### src/rtl/row_len_gen_pkg.sv
// +-----------------------------------------------------------------------+
// | row_len_gen_pkg : shared types for the CSR row-length generator       |
// | Rev 1.0                                                               |
// +-----------------------------------------------------------------------+
`default_nettype none

package row_len_gen_pkg;

  localparam int DEFAULT_DATA_W = 32;

  typedef enum logic [1:0] {
    ST_IDLE  = 2'd0,
    ST_BASE  = 2'd1,
    ST_RUN   = 2'd2,
    ST_DRAIN = 2'd3
  } state_t;

  typedef logic [DEFAULT_DATA_W-1:0] len_t;

endpackage

`default_nettype wire

### src/rtl/row_len_fifo.sv
// +-----------------------------------------------------------------------+
// | row_len_fifo : small synchronous FIFO with registered full/empty      |
// | Rev 1.0                                                               |
// +-----------------------------------------------------------------------+
`default_nettype none

module row_len_fifo #(
  parameter int WIDTH = 33,
  parameter int DEPTH = 2
) (
  input  logic             clk,
  input  logic             rstn,
  input  logic             push,
  input  logic [WIDTH-1:0] push_data,
  input  logic             pop,
  output logic [WIDTH-1:0] pop_data,
  output logic             full,
  output logic             empty
);

  localparam int AW = (DEPTH > 1) ? $clog2(DEPTH) : 1;
  localparam logic [AW:0] CNT_ONE  = (AW+1)'(1);
  localparam logic [AW:0] CNT_FULL = (AW+1)'(DEPTH);
  localparam logic [AW-1:0] PTR_ONE = AW'(1);

  logic [WIDTH-1:0] mem [DEPTH];
  logic [AW-1:0]    wr_ptr, rd_ptr;
  logic [AW:0]      count, count_nxt;
  logic             do_push, do_pop;

  assign do_push = push && !full;
  assign do_pop  = pop && !empty;

  always_comb begin
    count_nxt = count;
    if (do_push && !do_pop)
      count_nxt = count + CNT_ONE;
    else if (!do_push && do_pop)
      count_nxt = count - CNT_ONE;
  end

  always_ff @(posedge clk or negedge rstn) begin
    if (!rstn) begin
      wr_ptr <= '0;
      rd_ptr <= '0;
      count  <= '0;
      full   <= 1'b0;
      empty  <= 1'b1;
    end else begin
      if (do_push) wr_ptr <= wr_ptr + PTR_ONE;
      if (do_pop)  rd_ptr <= rd_ptr + PTR_ONE;
      count <= count_nxt;
      full  <= (count_nxt == CNT_FULL);
      empty <= (count_nxt == '0);
    end
  end

  always_ff @(posedge clk) begin
    if (do_push) mem[wr_ptr] <= push_data;
  end

  // Masked when empty so the downstream bus reads zero whenever nothing is valid.
  assign pop_data = empty ? '0 : mem[rd_ptr];

endmodule

`default_nettype wire

### src/rtl/row_len_gen.sv
// +-----------------------------------------------------------------------+
// | row_len_gen : converts CSR row pointers into per-row non-zero counts  |
// | Rev 1.0                                                               |
// +-----------------------------------------------------------------------+
`default_nettype none

module row_len_gen
  import row_len_gen_pkg::*;
#(
  parameter int DATA_W    = DEFAULT_DATA_W,
  parameter int OUT_DEPTH = 2
) (
  input  logic              clk,
  input  logic              rstn,
  input  logic              start,
  input  logic [DATA_W-1:0] row_num,
  input  logic              s_axis_rowptr_tvalid,
  output logic              s_axis_rowptr_tready,
  input  logic [DATA_W-1:0] s_axis_rowptr_tdata,
  output logic              m_axis_times_tvalid,
  input  logic              m_axis_times_tready,
  output logic [DATA_W-1:0] m_axis_times_tdata,
  output logic              m_axis_times_tlast,
  output logic              busy,
  output logic              done,
  output logic              err_nonmono
);

  state_t            state, state_nxt;
  logic [DATA_W-1:0] prev_ptr, rows_left, len;
  logic              fifo_full, fifo_empty;
  logic [DATA_W:0]   fifo_dout;
  logic              base_acc, run_acc, start_ok, drain_done, zero_done, is_last;

  // A decreasing pointer yields a zero length rather than a wrapped difference.
  assign len     = (s_axis_rowptr_tdata < prev_ptr) ? '0 : s_axis_rowptr_tdata - prev_ptr;
  assign is_last = (rows_left == DATA_W'(1));

  always_ff @(posedge clk or negedge rstn) begin
    if (!rstn) state <= ST_IDLE;
    else       state <= state_nxt;
  end

  always_comb begin
    state_nxt            = state;
    s_axis_rowptr_tready = 1'b0;
    base_acc             = 1'b0;
    run_acc              = 1'b0;
    start_ok             = 1'b0;
    drain_done           = 1'b0;
    case (state)
      ST_IDLE: begin
        if (start && (row_num != '0)) begin
          start_ok  = 1'b1;
          state_nxt = ST_BASE;
        end
      end
      ST_BASE: begin
        s_axis_rowptr_tready = 1'b1;
        if (s_axis_rowptr_tvalid) begin
          base_acc  = 1'b1;
          state_nxt = ST_RUN;
        end
      end
      ST_RUN: begin
        s_axis_rowptr_tready = !fifo_full;
        if (s_axis_rowptr_tvalid && !fifo_full) begin
          run_acc = 1'b1;
          if (is_last) state_nxt = ST_DRAIN;
        end
      end
      ST_DRAIN: begin
        if (fifo_empty) begin
          drain_done = 1'b1;
          state_nxt  = ST_IDLE;
        end
      end
      default: state_nxt = ST_IDLE;
    endcase
  end

  always_ff @(posedge clk or negedge rstn) begin
    if (!rstn) begin
      prev_ptr    <= '0;
      rows_left   <= '0;
      err_nonmono <= 1'b0;
      zero_done   <= 1'b0;
    end else begin
      zero_done <= (state == ST_IDLE) && start && (row_num == '0);
      if (start_ok) begin
        rows_left   <= row_num;
        err_nonmono <= 1'b0;
      end
      if (base_acc) prev_ptr <= s_axis_rowptr_tdata;
      if (run_acc) begin
        prev_ptr  <= s_axis_rowptr_tdata;
        rows_left <= rows_left - DATA_W'(1);
        if (s_axis_rowptr_tdata < prev_ptr) err_nonmono <= 1'b1;
      end
    end
  end

  row_len_fifo #(
    .WIDTH (DATA_W + 1),
    .DEPTH (OUT_DEPTH)
  ) u_fifo (
    .clk       (clk),
    .rstn      (rstn),
    .push      (run_acc),
    .push_data ({is_last, len}),
    .pop       (m_axis_times_tready),
    .pop_data  (fifo_dout),
    .full      (fifo_full),
    .empty     (fifo_empty)
  );

  assign m_axis_times_tvalid = !fifo_empty;
  assign m_axis_times_tdata  = fifo_dout[DATA_W-1:0];
  assign m_axis_times_tlast  = fifo_dout[DATA_W];
  assign done                = drain_done || zero_done;
  assign busy                = (state != ST_IDLE) && !drain_done;

endmodule

`default_nettype wire

### config.mk
export PLATFORM = sky130hd
export DESIGN_NAME = row_len_gen
export DESIGN_NICKNAME = d
export VERILOG_FILES = /design/src/rtl/row_len_gen_pkg.sv /design/src/rtl/row_len_fifo.sv /design/src/rtl/row_len_gen.sv
export SDC_FILE = /design/constraint.sdc
export NUM_CORES = 1
export LEC_CHECK = 0
export BUFFER_PORTS_ARGS = -buffer_cell sky130_fd_sc_hd__buf_2
export CAP_MARGIN = 10
export CELL_PAD_IN_SITES_DETAIL_PLACEMENT = 0
export CELL_PAD_IN_SITES_GLOBAL_PLACEMENT = 2
export CORE_UTILIZATION = 37
export DETAILED_ROUTE_END_ITERATION = 10
export GPL_ROUTABILITY_DRIVEN = 0
export PLACE_DENSITY_LB_ADDON = 0.1
export SLEW_MARGIN = 20
export SYNTH_ARGS = -nofsm -noshare
export SYNTH_HDL_FRONTEND = slang
export SYNTH_SLANG_ARGS = --single-unit
### constraint.sdc
create_clock -name clk -period 3.56 [get_ports clk]
set_input_delay 0.178 -clock clk [delete_from_list [all_inputs] [get_ports clk]]
set_output_delay 0.178 -clock clk [all_outputs]
set_load 0.03 [all_outputs]
==> summary.txt, run 1 <==
Clock network
  – CTS Sinks: 140
  – Setup Buffers After CTS: 0
  – CTS clk-pin slew, worst paths: 0.06 ns
  – H-Tree Depth: 4
  – CTS buffer count: 17
  – CTS Buffer Depth: 2
  – Latest clock arrival within the worst-skew pair: between 0.4 and 0.5 ns
  – Root Driver: clkbuf_16
  – CTS tree: yes

Critical path
  – Critical Path AT: 3.41 ns
  – Worst EP required: roughly 3.7 ns
  – Slowest stage delay, CP: 0.53 ns
  – R2R cell count: 10
  – Worst setup EP type: register
  – Max FO, Critical Path: 3
  – FF-to-FF Start: prev_ptr[0]
  – Worst-path cell chain: ha_1, fa_1, nand2b_1, a21oi_1, o21ai_0, nand2_1, a21oi_1, o31ai_1, a2111oi_0, a2111oi_0
  – CP Class: reg2reg
  – Worst R2R Setup Slack: 0.29 ns
  – Slowest CP cell: a2111oi_0
  – Startpoint Class: register
  – R2r endpoint: u_fifo.mem[0][30]

Hold path
  – Hold endpoint: prev_ptr[31]
  – Hold Path Class: in2reg
  – Cells on Worst Hold Path: 2
  – Hold path start: s_axis_rowptr_tdata[31]

STA
  – Setup TNS Final: 0 ns
  – FMAX: 306.0 MHz
  – Final setup fails: 0
  – Crit path setup slack, layout: 0.2917 ns
  – Tmin final: ~3.3 ns
  – Worst rel slew slack: 29.96%
  – RSZ-0062 raised after global routing: false
  – Final hold vios: 0
  – Slew Limit Fails: 0
  – Worst Max-Slew Pin Slew: roughly 1.1 ns
  – Hold slack: 0.01248 ns
  – Clock skew: 0.01363 ns
  – Fin crit share: 91.81%

Detailed routing
  – Routed len/inst: 16.76 um
  – # DRC: 0
  – DR vias: around 6500
  – DR iter-0 viols: 346
  – Final wirelength: approximately 21000 um
  – ANT nets after route: 0
  – DRT Pass-1 Iters: 5
  – Post-DR vias/cell: 5.251

Synthesis
  – Synth unique cells: 63
  – Area contributors post-synth: edfxtp_1 (24%), dfrtp_1 (23%), ha_1 (5.9%)
  – Async set-reset flop share out of synthesis: 52.86%
  – Syn nets: 928
  – #FFs+latches synth: 140
  – Post-synthesis sequential area ratio: 47.38%
  – Synth warn: 0
  – Number of synthesized flops with an enable pin: 66
  – Gate Count Post-Synth: between 800 and 900
  – Avg Synthesized Cell Area: 9.871 um^2
  – Top FF cell, synth: dfrtp_1
  – Yosys top cell by area: edfxtp_1
  – Cell area after synthesis: 8094 um^2
  – Post-synth top area share: about a quarter

Floorplanning
  – Core ar.: 21220 um^2
  – Site Rows: 53
  – Die width: 149.9 um
  – Io pins: about 110
  – Initial Utilization: 38.14%
  – Die area: around 22000 um^2
  – Die H: 149.9 um

Placement
  – Dpl hpwl: 14930 um
  – Port bufs: 106
  – DP Worst Slack: 0.3479 ns
  – Placement Cell Area: roughly 9000 um^2

Cells and area
  – Fill count: 2072
  – P&R area growth vs syn: 21.18%
  – Cell area after layout: 9808 um^2
  – Ant diodes: 0
  – Layout cells sized above 1: 20.46%
  – Finished Core Util: 46.22%
  – Layout Nets: 1058

GRT
  – GRT Util Overall: 19.46%
  – Vias in the first global route: 6495
  – Initial antenna violation count: 0
  – Overflow after GRT: 0
  – Largest net degree at the start of global routing: 75
  – First-pass GRT wire length: between 30000 and 40000 um

Pwr
  – Worst vdd ir: about 0.00036 V
  – Leak pwr: ~0.0042 uW
  – Pwr dens: roughly 960 nW/um^2

Job
  – Max Cap Viol: 0

Status
  – Status: finished clean
==> worst max-delay path, delay by kind of cell, from the launching register on <==
kind / cells / cell delay, ns
flip-flops: 1 / 0.38
adder cells (fa/ha/maj): 2 / 0.62
AND/OR/NAND/NOR: 2 / 0.37
AO/OA/AOI/OAI: 6 / 1.63
==> through the flow <==
step           power [uW]  std cells
2_1_floorplan        6280        820
3_3_place_gp         7495       1184
3_5_place_dp         7601       1184
4_1_cts              9471       1238
5_1_grt             10100       1238
6_report             9373       1238
==> cell usage after synthesis, types with 20 or more instances <==
cell / n
nor2_1: 119
dfrtp_1: 73
nand2_1: 68
edfxtp_1: 66
a21oi_1: 49
inv_1: 47
o21ai_0: 46
ha_1: 38
mux2i_1: 33
mux2_2: 30
clkbuf_1: 28
nor3_1: 21
xnor2_1: 20
==> final cells by class <==
type / count / area, um^2 / area share [%]
Clock inverter: 11 / 145.1 / 1.480
Clock buffer: 21 / 450.4 / 4.592
Timing Repair Buffer: 140 / 859.6 / 8.764
Tap cell: 275 / 344.1 / 3.508
Sequential cell: 140 / 3836 / 39.11
Multi-Input combinational cell: 604 / 3996 / 40.74
Inverter: 47 / 176.4 / 1.799
==> cells in the final DEF (no fill, tap or decap), drive strengths merged, types with 5 or more instances in the layout <==
master / instances
a211oi: 5
a21boi: 5
a21o: 15
a21oi: 49
a221o: 5
a31oi: 6
and2: 6
buf: 118
clkbuf: 21
dfrtp: 73
dlygate4sd3: 22
edfxtp: 66
ha: 38
inv: 47
mux2: 31
mux2i: 33
nand2: 68
nand2b: 5
nand3: 14
nand4: 8
nor2: 121
nor2b: 5
nor3: 21
nor4: 18
o211ai: 8
o21ai: 48
or3: 9
xnor2: 20
xor2: 15
==> routing by layer <==
metal / routed length [um] / vias up / track usage (%)
li1: - / 3211 / -
met1: 9984 / 3141 / 26.56
met2: 9799 / 134 / 31.55
met3: 725 / 15 / 3.110
met4: 234 / 0 / 6.010
met5: 0 / - / 0
==> sequential cells by signal (all words and copies together), names as in the netlist, 2 cells and up <==
name and cells:
prev_ptr 32, u_fifo.mem 66, state 2, u_fifo.count 2, rows_left 32
==> what timing repair did <==
item / CTS / global route
gates resized for setup: 0 / 0
hold endpoints to repair: 68 / 0
hold buffers: 22 / 0
==> where the power goes <==
| part | leakage, uW | total [uW] | switching [uW] | internal [uW] |
|---|---|---|---|---|
| combinational | 0.00247 | 4670 | 2850 | 1820 |
| sequential | 0.00149 | 2890 | 432 | 2460 |
| clock | 0.000275 | 1810 | 690 | 1120 |
| total | 0.00423 | 9370 | 3970 | 5400 |
==> worst max-delay path by stage <==
stage / slack, ns / endpoint / from
after floorplan: 0.41 / u_fifo.mem[0][0] / state[0]
final: 0.29 / u_fifo.mem[0][30] / prev_ptr[0]
after global placement: 0.54 / u_fifo.mem[0][30] / prev_ptr[0]
after global routing: 0.13 / u_fifo.mem[0][30] / prev_ptr[0]
after detailed placement: 0.35 / u_fifo.mem[0][30] / prev_ptr[0]
after CTS: 0.32 / u_fifo.mem[0][30] / prev_ptr[0]
==> cell families after synthesis <==
kind of cell               Yosys count  synth area share [%]
AOI/OAI and AO/OA                  173                 13.37
xor gates and xnor gates            35                 3.787
adders and majority gates           39                 6.122
buffers and inverters               76                 3.524
DFF                                140                 47.38
muxes                               64                 8.440
and+or+nand+nor                    293                 17.38
(Power assumes the default switching activity.)
==> run 2: changes to the inputs <==
Settings changed: SYNTH_HIERARCHICAL set to 1.
==> run 2 against run 1 <==
Worst setup slack better by 0.063 ns. Clock skew decreased by 0.0018 ns. Global-route usage shrank 0.93 points. Fmax grew 2.0%. Sequential power down 2%. Die area grew 0.11%. Critical endpoint is now u_fifo/mem[1][25]. Non-clock buffer count fell by 13.
==> summary.txt, run 2 <==
Clock network
  – CTS clk-pin slew, worst paths: 0.06 ns (about the same)
  – Post-CTS sizing: 0 (unchanged)
  – CTS Sinks: 140 (unchanged)
  – Root Driver: clkbuf_16
  – CTS tree: yes
  – CTS Buffer Depth: 2 (unchanged)
  – Setup Buffers After CTS: 0 (unchanged)
  – Latest clock arrival within the worst-skew pair: 0.42 ns (about the same)
  – H-Tree Depth: 4 (unchanged)
  – CTS buffer count: 17 (unchanged)

Pwr
  – Psw: 3751 uW (-5.6%)
  – Switching share of power: 41.83% (-0.58 points)
  – Total power: 8968 uW (-4.3%)
  – Comb pwr share: 48.9% (-0.9 points)
  – Worst vdd ir: 0.0003711 V (+3.8%)
  – Leak pwr: 0.004159 uW (-1.8%)
  – Seq pwr share: 31.7% (+0.8 points)
  – Clock power frac: 19.4% (about the same)
  – P_int: 5217 uW (-3.4%)
  – Pwr dens: 932.8 nW/um^2 (-2.4%)

Synthesis
  – #FFs+latches synth: 140 (unchanged)
  – Avg Synthesized Cell Area: 10.07 um^2 (+2.0%)
  – Area contributors post-synth: edfxtp_1 (24%), dfrtp_1 (23%), ha_1 (5.9%)
  – Top FF cell, synth: dfrtp_1
  – Syn nets: 913 (-1.6%)
  – Post-synth top cells: nor2_1 (108), dfrtp_1 (73), edfxtp_1 (66)
  – Gate Count Post-Synth: 805 (-1.8%)
  – Async set-reset flop share out of synthesis: 52.86% (unchanged)
  – Yosys top cell by area: edfxtp_1
  – Post-synth top area share: 24.46% (-0.026 points)
  – Cell area after synthesis: 8103 um^2 (+0.11%)
  – Synth unique cells: 68 (+7.9%)
  – Number of synthesized flops with an enable pin: 66 (unchanged)
  – Most numerous cell in the Yosys netlist: nor2_1
  – Post-synthesis sequential area ratio: 47.33% (-0.051 points)
  – Synth warn: 6 (+6)

Floorplanning
  – Site Rows: 53 (unchanged)
  – Die width: 150.0 um (about the same)
  – Initial Utilization: 38.18% (+0.041 points)
  – Core ar.: 21220 um^2 (unchanged)
  – Io pins: 107 (unchanged)
  – Die H: 150.0 um (about the same)
  – Die area: 22500 um^2 (+0.11%)

Critical path
  – R2r endpoint: u_fifo/mem[1][25]
  – Worst setup EP type: register
  – Crit path top cell by count: a21oi_1
  – R2R cell count: 10 (unchanged)
  – Startpoint Class: register
  – Critical path's top delay family: compound AO/OA/AOI/OAI gates
  – Slowest stage delay, CP: 0.57 ns (+0.04 ns)
  – CP Buf/Inv Count: 0 (unchanged)
  – Max FO, Critical Path: 4 (+1)
  – Worst R2R Setup Slack: 0.35 ns (+0.06 ns)
  – Critical Path AT: 3.35 ns (-0.06 ns)
  – FF-to-FF Start: prev_ptr[0]
  – Slowest CP cell: nor4b_1
  – CP Class: reg2reg
  – Worst EP required: 3.70 ns (about the same)
  – Worst-path cell chain: ha_1, fa_1, nand2b_1, a21oi_1, o2111ai_1, nand2_1, o211ai_1, a21oi_1, a31oi_2, nor4b_1

Placement
  – Port bufs: 106 (unchanged)
  – Dpl hpwl: 14400 um (-3.6%)
  – Placement Cell Area: 8935 um^2 (-0.60%)

Hold path
  – Hold Path Class: in2reg
  – Hold endpoint: prev_ptr[16]
  – Hold path start: s_axis_rowptr_tdata[16]
  – Cells on Worst Hold Path: 2 (unchanged)

GRT
  – Overflow after GRT: 0 (unchanged)
  – Largest net degree at the start of global routing: 75 (unchanged)
  – Vias in the first global route: 6379 (-1.8%)
  – GRT Util Overall: 18.52% (-0.93 points)
  – Initial antenna violation count: 4 (+4)
  – First-pass GRT wire length: 32230 um (-4.3%)

STA
  – FMAX: 312.0 MHz (+2.0%)
  – Worst Max-Slew Pin Slew: 1.071 ns (+0.02025 ns)
  – Final setup fails: 0 (unchanged)
  – Worst rel slew slack: 28.61% (-1.3 points)
  – Fin crit share: 90.04% (-1.8 points)
  – RSZ-0062 raised after global routing: false
  – Clock skew: 0.01183 ns (-0.001792 ns)
  – Setup TNS Final: 0 ns (unchanged)
  – Final hold vios: 0 (unchanged)
  – Hold slack: 0.01210 ns (-0.0003852 ns)
  – Tmin final: 3.206 ns (-0.06273 ns)
  – Slew Limit Fails: 0 (unchanged)

Job
  – Max Cap Viol: 0 (unchanged)

Detailed routing
  – DRT Pass-1 Iters: 4 (-1)
  – DR iter-0 viols: 297 (-14%)
  – Routed len/inst: 16.51 um (-1.5%)
  – Final wirelength: 19960 um (-3.8%)
  – DR vias: 6318 (-2.8%)
  – ANT nets after route: 0 (unchanged)
  – Post-DR vias/cell: 5.226 (-0.48%)
  – # DRC: 0 (unchanged)

Cells and area
  – Fill count: 2074 (+0.097%)
  – Max reg flops: 66 (unchanged)
  – P&R area growth vs syn: 18.65%
  – Layout cells sized above 1: 20.92% (+0.47 points)
  – Most common cell after layout, fill and taps aside: nor2_1
  – Finished Core Util: 45.31% (-0.91 points)
  – Area of the multi-input gates: 3959 um^2 (-0.94%)
  – Commonest cells after routing, fill and taps aside: nor2_1 (108), buf_2 (105), dfrtp_1 (72)
  – Reg with most FFs: u_fifo/mem
  – Layout Nets: 1027 (-2.9%)
  – Largest registers: u_fifo/mem x66, prev_ptr x32, rows_left x32
  – FF/Latch Area: 3836 um^2 (unchanged)
  – Cell area after layout: 9614 um^2 (-2.0%)

Status
  – Status: finished clean
==> run 2: cell count changes after synthesis, sizes merged, moves of 4 or more <==
cell,before,now
nand2,68,54
nor2,121,108
buf,1,13
clkbuf,28,19
a21oi,49,41
a211oi,5,12
nand3,14,21
o21ai,48,41
nor2b,5,10
nor3,21,26
nor4,18,13
o21bai,2,6
==> run 2: cell type report <==
cell class	instances	share of cell area (%)
tap	275	3.579
timing repair buffer	127	7.483
inverter	48	1.874
clock inverter	11	1.249
sequential	140	39.90
multi-input combinational	585	41.18
clock buffer	21	4.685
antenna	2	0.05206
==> run 2: cell families (layout without fill, tap and decap cells) <==
kind of cell	count (synthesis)	in the layout	share of synthesized area (%)
compound gates	170	170	13.62
xor+xnor	31	31	3.351
fa+ha+maj	39	39	6.115
buf+inv	80	207	4.061
flops	140	140	47.33
mux	65	65	8.570
other cells	0	2	0
simple gates	280	280	16.96
==> run 2: worst max path at each step <==
stage / start / cells past startpoint / end
CTS: prev_ptr[0] / 10 / u_fifo/mem[1][25]
detailed placement: prev_ptr[0] / 10 / u_fifo/mem[0][25]
global route: prev_ptr[11] / 11 / u_fifo/mem[0][21]
floorplan: state[0] / 9 / u_fifo/mem[0][0]
global placement: prev_ptr[1] / 10 / u_fifo/mem[0][19]
finish: prev_ptr[0] / 10 / u_fifo/mem[1][25]
==> run 2: per-stage QoR <==
stage | setup WS (ns) | std cells
floorplan | 0.5090 | 805
global placement | 0.5017 | 1165
detailed placement | 0.3935 | 1165
CTS | 0.3774 | 1207
global route | 0.1352 | 1207
finish | 0.3545 | 1209
==> run 2: timing repair <==
item / CTS / global route
endpoints found under the hold margin: 69 / 0
endpoints found under the setup margin: 0 / 0
hold buffers: 10 / 0
==> run 2: per-layer routing <==
layer  track usage [%]  up-vias  part of all wire [%]
met5                 0        -                  0.11
met4             4.848        4                  0.75
met3             4.726       14                   4.5
met2             31.67      117                    49
met1             23.13     3041                    46
li1                  -     3142                     -
==> run 2: power by group through the flow <==
stage	combinational, uW	sequential [uW]	clock, uW
2_1_floorplan	3420	2700	0
3_3_place_gp	4370	2840	0
3_5_place_dp	4420	2870	0
4_1_cts	4440	2840	1790
5_1_grt	4880	2920	1850
6_report	4390	2840	1740
==> run 3: changes to the inputs <==
Settings changed: CORE_MARGIN set to 5, MAX_ROUTING_LAYER set to met4.
==> run 3 against run 2 <==
Global-route usage shrank 1.3 points. Worst setup slack lost 0.0022 ns. Routed wire length grew 0.84%. Die area grew 11%. Fmax is essentially flat. Core utilization shrank 0.14 points. Largest power group unchanged. Count of clock-buffer cells in the layout shrank 1. Clock skew shrank 0.00052 ns. Sequential share of layout area shrank 0.74 points. Non-clock buffer count grew 8. First-iteration DRC count grew 17%. Sequential power is essentially flat.
==> summary.txt, run 3 (synthesis results as in run 2) <==
STA
  – Worst Max-Slew Pin Slew: 1.061 ns (-0.01005 ns)
  – Final setup fails: 0 (unchanged)
  – Slew Limit Fails: 0 (unchanged)
  – FMAX: 311.7 MHz (about the same)
  – Final hold vios: 0 (unchanged)
  – Crit path setup slack, layout: 0.3523 ns (-0.002160 ns)
  – Tmin final: 3.208 ns (+0.002160 ns)
  – Fin crit share: 90.10% (about the same)
  – Worst rel slew slack: 29.01% (+0.40 points)
  – RSZ-0062 raised after global routing: false
  – Setup TNS Final: 0 ns (unchanged)
  – Clock skew: 0.01131 ns (-0.0005245 ns)

Clock network
  – CTS clk-pin slew, worst paths: 0.06 ns (about the same)
  – CTS tree: yes
  – CTS buffer count: 17 (unchanged)
  – H-Tree Depth: 4 (unchanged)
  – CTS Sinks: 140 (unchanged)
  – Post-CTS sizing: 0 (unchanged)
  – Root Driver: clkbuf_16
  – CTS Buffer Depth: 2 (unchanged)
  – Latest clock arrival within the worst-skew pair: 0.42 ns (about the same)

Critical path
  – Worst EP required: 3.71 ns (about the same)
  – Critical Path AT: 3.36 ns (about the same)
  – Max FO, Critical Path: 8 (+4)
  – CP Class: reg2reg
  – Worst setup EP type: register
  – R2R cell count: 10 (unchanged)
  – Startpoint Class: register

Floorplanning
  – Die width: 158.0 um (+5.3%)
  – Die H: 158.0 um (+5.3%)
  – Die area: 24960 um^2 (+11%)
  – Io pins: 107 (unchanged)
  – Initial Utilization: 37.36% (-0.82 points)
  – Site Rows: 54 (+1.9%)
  – Core ar.: 21690 um^2 (+2.2%)

Status
  – Status: finished clean

Detailed routing
  – Routed len/inst: 16.45 um (-0.39%)
  – DR iter-0 viols: 348 (+17%)
  – Post-DR vias/cell: 5.118 (-2.1%)
  – ANT nets after route: 0 (unchanged)
  – DR vias: 6265 (-0.84%)
  – DRT Pass-1 Iters: 5 (+1)
  – # DRC: 0 (unchanged)
  – Final wirelength: 20130 um (+0.84%)

Cells and area
  – Layout cells sized above 1: 20.96% (+0.035 points)
  – Max reg flops: 66 (unchanged)
  – Commonest cells after routing, fill and taps aside: nor2_1 (108), buf_2 (105), dfrtp_1 (72)
  – Largest registers: u_fifo/mem x66, prev_ptr x32, rows_left x32
  – Reg with most FFs: u_fifo/mem
  – Most common cell after layout, fill and taps aside: nor2_1
  – P&R area growth vs syn: 20.89%
  – Fill count: 2093 (+0.92%)
  – Layout Nets: 1035 (+0.78%)
  – Cell area after layout: 9796 um^2 (+1.9%)

Pwr
  – Pwr dens: 946.2 nW/um^2 (+1.4%)
  – Leak pwr: 0.004243 uW (+2.0%)
  – Worst vdd ir: 0.0004168 V (+12%)

GRT
  – Initial antenna violation count: 5 (+1)
  – GRT Util Overall: 17.27% (-1.3 points)
  – First-pass GRT wire length: 33080 um (+2.6%)
  – Overflow after GRT: 0 (unchanged)
  – Largest net degree at the start of global routing: 75 (unchanged)
  – Vias in the first global route: 6386 (+0.11%)

Placement
  – Dpl hpwl: 14980 um (+4.0%)
  – Placement Cell Area: 8956 um^2 (+0.24%)
  – DP Worst Slack: 0.3030 ns (-0.09042 ns)
  – Port bufs: 106 (unchanged)

Hold path
  – Hold Path Class: in2reg
  – Cells on Worst Hold Path: 3 (+1)

Job
  – Max Cap Viol: 0 (unchanged)
run 3: changes by cell type in the layout (fill, tap and decap cells not counted):
cell	delta
buf_4	+2
bufinv_16	+4
clkbuf_1	-1
clkinv_1	+1
clkinv_2	-2
clkinvlp_4	-2
diode_2	+2
dlygate4sd3_1	+6
run 3: per-stage QoR:
stage               hold WS, ns  cells  power (uW)  utilization (%)
floorplan               -0.1176    805        6118                -
global placement         0.4108   1172        7217            41.29
detailed placement       0.4198   1172        7311            41.29
CTS                  0.00007633   1218        9376            45.01
global route           0.001155   1224       10010            45.17
finish                  0.01354   1224        9268            45.17
run 3: layout make-up:
| class | instances | area (um^2) | share of cell area [%] |
|---|---|---|---|
| Multi-Input combinational cell | 585 | 3959 | 40.41 |
| Sequential cell | 140 | 3836 | 39.16 |
| Antenna cell | 4 | 10.01 | 0.1022 |
| Inverter | 48 | 180.2 | 1.839 |
| Timing Repair Buffer | 135 | 794.5 | 8.111 |
| Clock inverter | 12 | 219.0 | 2.235 |
| Clock buffer | 20 | 446.7 | 4.560 |
| Tap cell | 280 | 350.3 | 3.576 |
run 3: path summary, 6_finish.rpt:
path / from / to / slack [ns]
max reg2reg: prev_ptr[0] / u_fifo/mem[1][25] / 0.35
min in group asynchronous: rstn / rows_left[11] / 0.34
max in group asynchronous: rstn / u_fifo/rd_ptr / 2.65
min reg2reg: rows_left[31] / rows_left[31] / 0.48
min: row_num[6] / rows_left[6] / 0.01
max: prev_ptr[0] / u_fifo/mem[1][25] / 0.35
run 3: routing by layer:
metal  up-vias  global-route usage [%]  wire, um
met4         0                   4.793       305
li1       3156                       -         -
met3        20                   3.964      1017
met1      2961                   22.78      9426
met2       128                   26.92      9381
met5         -                       -         0
run 3: power breakdown:
part | switching (uW) | leakage (uW) | total (uW) | internal, uW
combinational | 2660 | 0.00244 | 4430 | 1770
sequential | 405 | 0.00149 | 2820 | 2410
clock | 690 | 0.000322 | 2020 | 1330
total | 3750 | 0.00424 | 9270 | 5510
run 3: repair_timing:
| item | 4_1_cts | 5_1_grt |
|---|---|---|
| setup buffers | 0 | 0 |
| hold buffers | 14 | 2 |
| hold endpoints to repair | 79 | 2 |
run 3: critical path, cell delays in order, from the launching register on:
cell       delay, ns
dfrtp_1         0.39
ha_1            0.21
fa_1            0.39
nand2b_1        0.18
a21oi_1         0.24
o2111ai_1       0.16
nand2_1         0.15
o211ai_1        0.19
a21oi_1         0.27
a31oi_2         0.23
nor4b_1         0.54
